==> config.mk <==
export PLATFORM = sky130hd
export DESIGN_NAME = seg_scan_mux_flat
export DESIGN_NICKNAME = d
export VERILOG_FILES = /design/src/rtl/seg_pkg.sv /design/src/rtl/seg_scan_mux_if.sv /design/src/rtl/seg_prescaler.sv /design/src/rtl/seg_scan_mux.sv /design/src/flat_wrapper.sv
export SDC_FILE = /design/constraint.sdc
export NUM_CORES = 1
export LEC_CHECK = 0
export BUFFER_PORTS_ARGS = -buffer_cell sky130_fd_sc_hd__buf_2
export CAP_MARGIN = 0
export CORE_MARGIN = 4
export CORE_UTILIZATION = 55
export DETAILED_ROUTE_END_ITERATION = 10
export PLACE_DENSITY_LB_ADDON = 0.15
export SYNTH_ARGS = -nofsm -noshare
export SYNTH_HDL_FRONTEND = slang
export SYNTH_SLANG_ARGS = --single-unit
==> constraint.sdc <==
create_clock -name clk -period 5.1 [get_ports clk]
set_input_delay 0 -clock clk [delete_from_list [all_inputs] [get_ports clk]]
set_output_delay 0 -clock clk [all_outputs]
set_load 0.05 [all_outputs]
==> src/rtl/seg_pkg.sv <==
`default_nettype none
// ----------------------------------------------------------------------------
// seg_pkg : shared constants and types for the 4-digit scan multiplexer
// Rev 1.0
// ----------------------------------------------------------------------------
package seg_pkg;

  localparam int NUM_DIGITS = 4;
  localparam logic [NUM_DIGITS-1:0] EN_ALL_OFF = 4'b1111;

  typedef logic [1:0] digit_idx_t;

  localparam digit_idx_t LAST_DIGIT = 2'd3;

endpackage
`default_nettype wire

==> src/rtl/seg_scan_mux_if.sv <==
`default_nettype none
// ----------------------------------------------------------------------------
// seg_scan_mux_if : value load / display drive bundle of the scan multiplexer
// Rev 1.0
// ----------------------------------------------------------------------------
interface seg_scan_mux_if;

  logic                            load;
  logic [15:0]                     value;
  logic                            lzs;
  logic [3:0]                      nibble;
  logic [seg_pkg::NUM_DIGITS-1:0]  en;
  logic                            frame_done;

  modport master (
    output load, value, lzs,
    input  nibble, en, frame_done
  );

  modport slave (
    input  load, value, lzs,
    output nibble, en, frame_done
  );

endinterface
`default_nettype wire

==> src/rtl/seg_prescaler.sv <==
`default_nettype none
// ----------------------------------------------------------------------------
// seg_prescaler : free-running 0..REFRESH_DIV-1 slot counter with wrap tick
// Rev 1.0
// ----------------------------------------------------------------------------
module seg_prescaler #(
  parameter int REFRESH_DIV = 100000,
  parameter int CNT_W       = $clog2(REFRESH_DIV)
) (
  input  wire logic             clk,
  input  wire logic             rst,
  output logic      [CNT_W-1:0] cnt,
  output logic                  tick
);

  logic [CNT_W-1:0] cnt_q;
  logic [CNT_W-1:0] cnt_d;

  always_comb begin
    tick  = (cnt_q == CNT_W'(REFRESH_DIV - 1));
    cnt_d = tick ? '0 : cnt_q + CNT_W'(1);
  end

  always_ff @(posedge clk) begin
    if (rst) cnt_q <= '0;
    else     cnt_q <= cnt_d;
  end

  assign cnt = cnt_q;

endmodule
`default_nettype wire

==> src/rtl/seg_scan_mux.sv <==
`default_nettype none
// ----------------------------------------------------------------------------
// seg_scan_mux : 4-digit hex display scanner with frame-synchronous update,
//                anti-ghost guard interval and leading-zero suppression
// Rev 1.0
// ----------------------------------------------------------------------------
module seg_scan_mux
  import seg_pkg::*;
#(
  parameter int REFRESH_DIV = 100000,
  parameter int GUARD       = 1000
) (
  input  wire logic      clk,
  input  wire logic      rst,
  seg_scan_mux_if.slave  bus
);

  localparam int CNT_W = $clog2(REFRESH_DIV);

  logic [CNT_W-1:0] cnt;
  logic             tick;

  seg_prescaler #(
    .REFRESH_DIV (REFRESH_DIV),
    .CNT_W       (CNT_W)
  ) u_prescaler (
    .clk  (clk),
    .rst  (rst),
    .cnt  (cnt),
    .tick (tick)
  );

  digit_idx_t  idx_q, idx_d;
  logic [15:0] shadow_q, shadow_d;
  logic [15:0] disp_q, disp_d;
  logic        pending_q, pending_d;
  logic        frame_done_q, frame_done_d;
  logic        wrap;

  always_comb begin
    wrap         = tick && (idx_q == LAST_DIGIT);
    idx_d        = tick ? digit_idx_t'(idx_q + 2'd1) : idx_q;
    shadow_d     = shadow_q;
    disp_d       = disp_q;
    pending_d    = pending_q;
    frame_done_d = wrap;
    if (wrap && pending_q) begin
      disp_d    = shadow_q;
      pending_d = 1'b0;
    end
    // A load on the wrap tick lands after the transfer above, so it stays pending.
    if (bus.load) begin
      shadow_d  = bus.value;
      pending_d = 1'b1;
    end
  end

  always_ff @(posedge clk) begin
    if (rst) begin
      idx_q        <= '0;
      shadow_q     <= '0;
      disp_q       <= '0;
      pending_q    <= 1'b0;
      frame_done_q <= 1'b0;
    end else begin
      idx_q        <= idx_d;
      shadow_q     <= shadow_d;
      disp_q       <= disp_d;
      pending_q    <= pending_d;
      frame_done_q <= frame_done_d;
    end
  end

  logic                  in_guard;
  logic [NUM_DIGITS-1:0] blank;
  logic [NUM_DIGITS-1:0] en_n;

  always_comb begin
    in_guard = (cnt < CNT_W'(GUARD));
    // A digit is blanked only when it and every more-significant digit are zero.
    blank[3] = bus.lzs && (disp_q[15:12] == 4'h0);
    blank[2] = blank[3] && (disp_q[11:8] == 4'h0);
    blank[1] = blank[2] && (disp_q[7:4] == 4'h0);
    blank[0] = 1'b0;
    en_n     = EN_ALL_OFF;
    if (!rst && !in_guard && !blank[idx_q]) en_n[idx_q] = 1'b0;
  end

  assign bus.en         = en_n;
  assign bus.nibble     = disp_q[{idx_q, 2'b00} +: 4];
  assign bus.frame_done = frame_done_q;

endmodule
`default_nettype wire

==> src/flat_wrapper.sv <==
// flat-port wrapper written by rule: the top's interface ports become plain ports
module seg_scan_mux_flat import seg_pkg::*;
#(
  parameter int REFRESH_DIV = 100000,
  parameter int GUARD       = 1000
)
  (clk, rst, bus_load, bus_value, bus_lzs, bus_nibble, bus_en, bus_frame_done);
  seg_scan_mux_if bus_i ();
  input  wire logic clk;
  input  wire logic rst;
  input wire logic [$bits(bus_i.load)-1:0] bus_load;
  input wire logic [$bits(bus_i.value)-1:0] bus_value;
  input wire logic [$bits(bus_i.lzs)-1:0] bus_lzs;
  output wire logic [$bits(bus_i.nibble)-1:0] bus_nibble;
  output wire logic [$bits(bus_i.en)-1:0] bus_en;
  output wire logic [$bits(bus_i.frame_done)-1:0] bus_frame_done;
  assign bus_i.load = bus_load;
  assign bus_i.value = bus_value;
  assign bus_i.lzs = bus_lzs;
  assign bus_nibble = bus_i.nibble;
  assign bus_en = bus_i.en;
  assign bus_frame_done = bus_i.frame_done;
  seg_scan_mux #(.REFRESH_DIV(REFRESH_DIV), .GUARD(GUARD)) u_core (.clk(clk), .rst(rst), .bus(bus_i));
endmodule
==> run metrics <==
CTS tree=built; Hold Path End=u_core.pending_q; Startpoint Class=flip-flop; Peak VDD IR=0.179 mV; leading area contributor after synthesis=dfxtp_1; worst path required time=5280 ps; Yosys cell types=35; adder-cell share of the synthesized area=2.64%; xor/xnor share of the synthesized area=4.43%; Synth top cells by count=dfxtp_1, nor2_1, a21oi_1, nand4_1, o21ai_0; Port-buffer cells=28; post-route setup TNS=0 ps; Syn. warnings=0; hold path start=bus_load; WHS Path Cells=3; final net count=314; R2R Path Start=u_core.u_prescaler.cnt[14]; clock root buffer=clkbuf_8; post-route minimum period=2350 ps; H-Tree Level Count=2; syn_area_per_cell=9.31 sq um; Post-Syn Nets=280; post-DR vias/cell=5.50; R2R Path End=u_core.u_prescaler.cnt[7]; post-synthesis mux area share=11.0%; mapped cell area=2370 sq um; initial antenna violation count=0; Std-Cell Rows=23; area grow syn2layout=16.0%; clk slew on worst S/H paths=100 ps; DRT Wirelength=4920 um; maximum fanout along the worst path=21; sequential cell area=1060 sq um; largest net degree at the start of global routing=39; hold crit path type=in2reg; WP data arrival=2540 ps; diode count=0; share of the synthesized area in the top cell type=44.7%; final hold violations=0; run status=complete, no violations; Synth area leaders=dfxtp_1, mux2i_1, nand4_1; Slew headroom=40.8%; Inserted Clock Buffers=5; Synth Area in Compound Gates=10.1%; die span in x=73.7 um; gpl congestion=0.810; CP Class=reg2reg; Layout fillers=344; Starting Density=58.1%; first-pass GRT wire length=8480 um; fin crit share=46.2%; Max Clock Freq=0.425 GHz; core area=4090 sq um; die area=5430 sq um; area of the multi-input gates=1180 sq um; Final Power=759 uW; simple-gate share of the synthesized area=21.7%; first-pass detailed-route iteration total=4; number of setup buffers added after CTS=0; Finish-stage setup viols=0; Synth Flop Type=dfxtp_1; layout cells sized above 1=15.5%; vias in the first global route=1789; Least-Margin Pin Slew=885 ps; antenna-violating nets left=0; IO Count=29; # clock sinks=53; gr ovfl total=0; Iter 0 DRT Violations=141; DR WL/cell=14.5 um; register area share after synthesis=44.7%; Slew Limit Fails=0; number of synthesized register bits=53; Leak=1.03 nW; chip height=73.7 um; dpl hpwl=3230 um; worst skew pair latency=310 ps; final core occ=67.4%; GRT Total Usage=20.0%; number of max-cap violations=0; R2R setup slack=2750 ps; most frequent cell after synthesis=dfxtp_1; Worst Skew=8.92 ps; worst-case clock buffer depth=2; Post-synth EDFFs=0; Async SR Flop Fraction=0%; largest family of logic cells by synthesized area=simple AND/OR/NAND/NOR gates; power per standard cell area=276 nW/um^2; RSZ-0062 raised after global routing=false; DRC=0; Mapped Cells=255; Worst Reg-to-Reg Cells=4; endpoint class of the critical path=flip-flop; total number of vias=1871
==> layer usage <==
metal	global-route usage, %	wire length (um)	vias up
li1	-	-	987
met1	28.0	2420	847
met2	30.3	2260	29
met3	4.65	163	8
met4	6.64	79	0
met5	0	0	-
==> cells in the final DEF (no fill, tap or decap), types with 5 or more instances in the layout <==
| cell type | netlist | routed |
|---|---|---|
| dlygate4sd3_1 | 0 | 16 |
| o21ai_0 | 18 | 18 |
| a21oi_1 | 22 | 22 |
| nor2_1 | 32 | 32 |
| inv_1 | 7 | 7 |
| buf_2 | 2 | 28 |
| nand2_1 | 7 | 7 |
| xor2_1 | 8 | 8 |
| mux2i_1 | 17 | 17 |
| nand4_1 | 22 | 22 |
| nand3_1 | 10 | 10 |
| ha_1 | 5 | 5 |
| dfxtp_1 | 53 | 53 |
| clkbuf_8 | 0 | 5 |
==> worst max path at each step <==
stage,startpoint,endpoint,slack [ps],depth (start not counted)
after detailed placement,u_core.u_prescaler.cnt[14],u_core.u_prescaler.cnt[7],2730,4
after global placement,u_core.u_prescaler.cnt[14],u_core.u_prescaler.cnt[6],2770,4
after CTS,u_core.u_prescaler.cnt[14],u_core.u_prescaler.cnt[7],2720,4
after floorplan,u_core.u_prescaler.cnt[14],u_core.disp_q[10],3170,5
final,u_core.u_prescaler.cnt[14],u_core.u_prescaler.cnt[7],2750,4
after global routing,u_core.u_prescaler.cnt[14],u_core.u_prescaler.cnt[7],2620,4
==> worst max-delay path, cell delays in order (launching register included) <==
cell	delay [ps]
dfxtp_1	350
or4_4	570
or4_4	690
nand2b_1	500
nor2_1	120
==> registers in the layout, indices dropped and copies added, names as in the netlist <==
| register | flops |
|---|---|
| u_core.disp_q | 16 |
| u_core.bus.frame_done | 1 |
| u_core.idx_q | 2 |
| u_core.u_prescaler.cnt | 17 |
| u_core.pending_q | 1 |
| u_core.shadow_q | 16 |
==> logic make-up (layout without fill, tap and decap cells) <==
logic type,count (synthesis),after routing
compound gates,46,46
xor+xnor,12,12
fa+ha+maj,5,5
buf+inv,25,60
flops,53,53
mux,21,21
simple gates,93,93
==> area by class of cell <==
type | count | share of cell area (%)
clock inverter | 3 | 1.59
multi-input combinational | 177 | 43.0
tap | 50 | 2.27
inverter | 7 | 0.955
clock buffer | 5 | 2.50
sequential | 53 | 38.5
timing repair buffer | 45 | 11.2
==> through the flow <==
step	instance area (sq um)	cells	hold slack, ps	setup WS (ps)
final	2750	340	171	2750
after CTS	2750	340	165	2720
after global placement	2480	316	232	2770
after floorplan	2370	255	147	3170
after global routing	2750	340	214	2620
after detailed placement	2480	316	240	2730
==> report_power, final <==
group | total [mW] | switching (mW) | internal (mW)
Sequential | 0.430 | 0.00654 | 0.424
Clock | 0.286 | 0.139 | 0.147
Combinational | 0.0419 | 0.0189 | 0.0231
Total | 0.759 | 0.165 | 0.594
==> what timing repair did <==
item / in CTS / in global routing
hold buffers: 16 / 0
hold endpoints to repair: 16 / 0
gates resized for setup: 0 / 0
setup endpoints to repair: 0 / 0
Note: power is estimated with default switching activity, not from simulation.
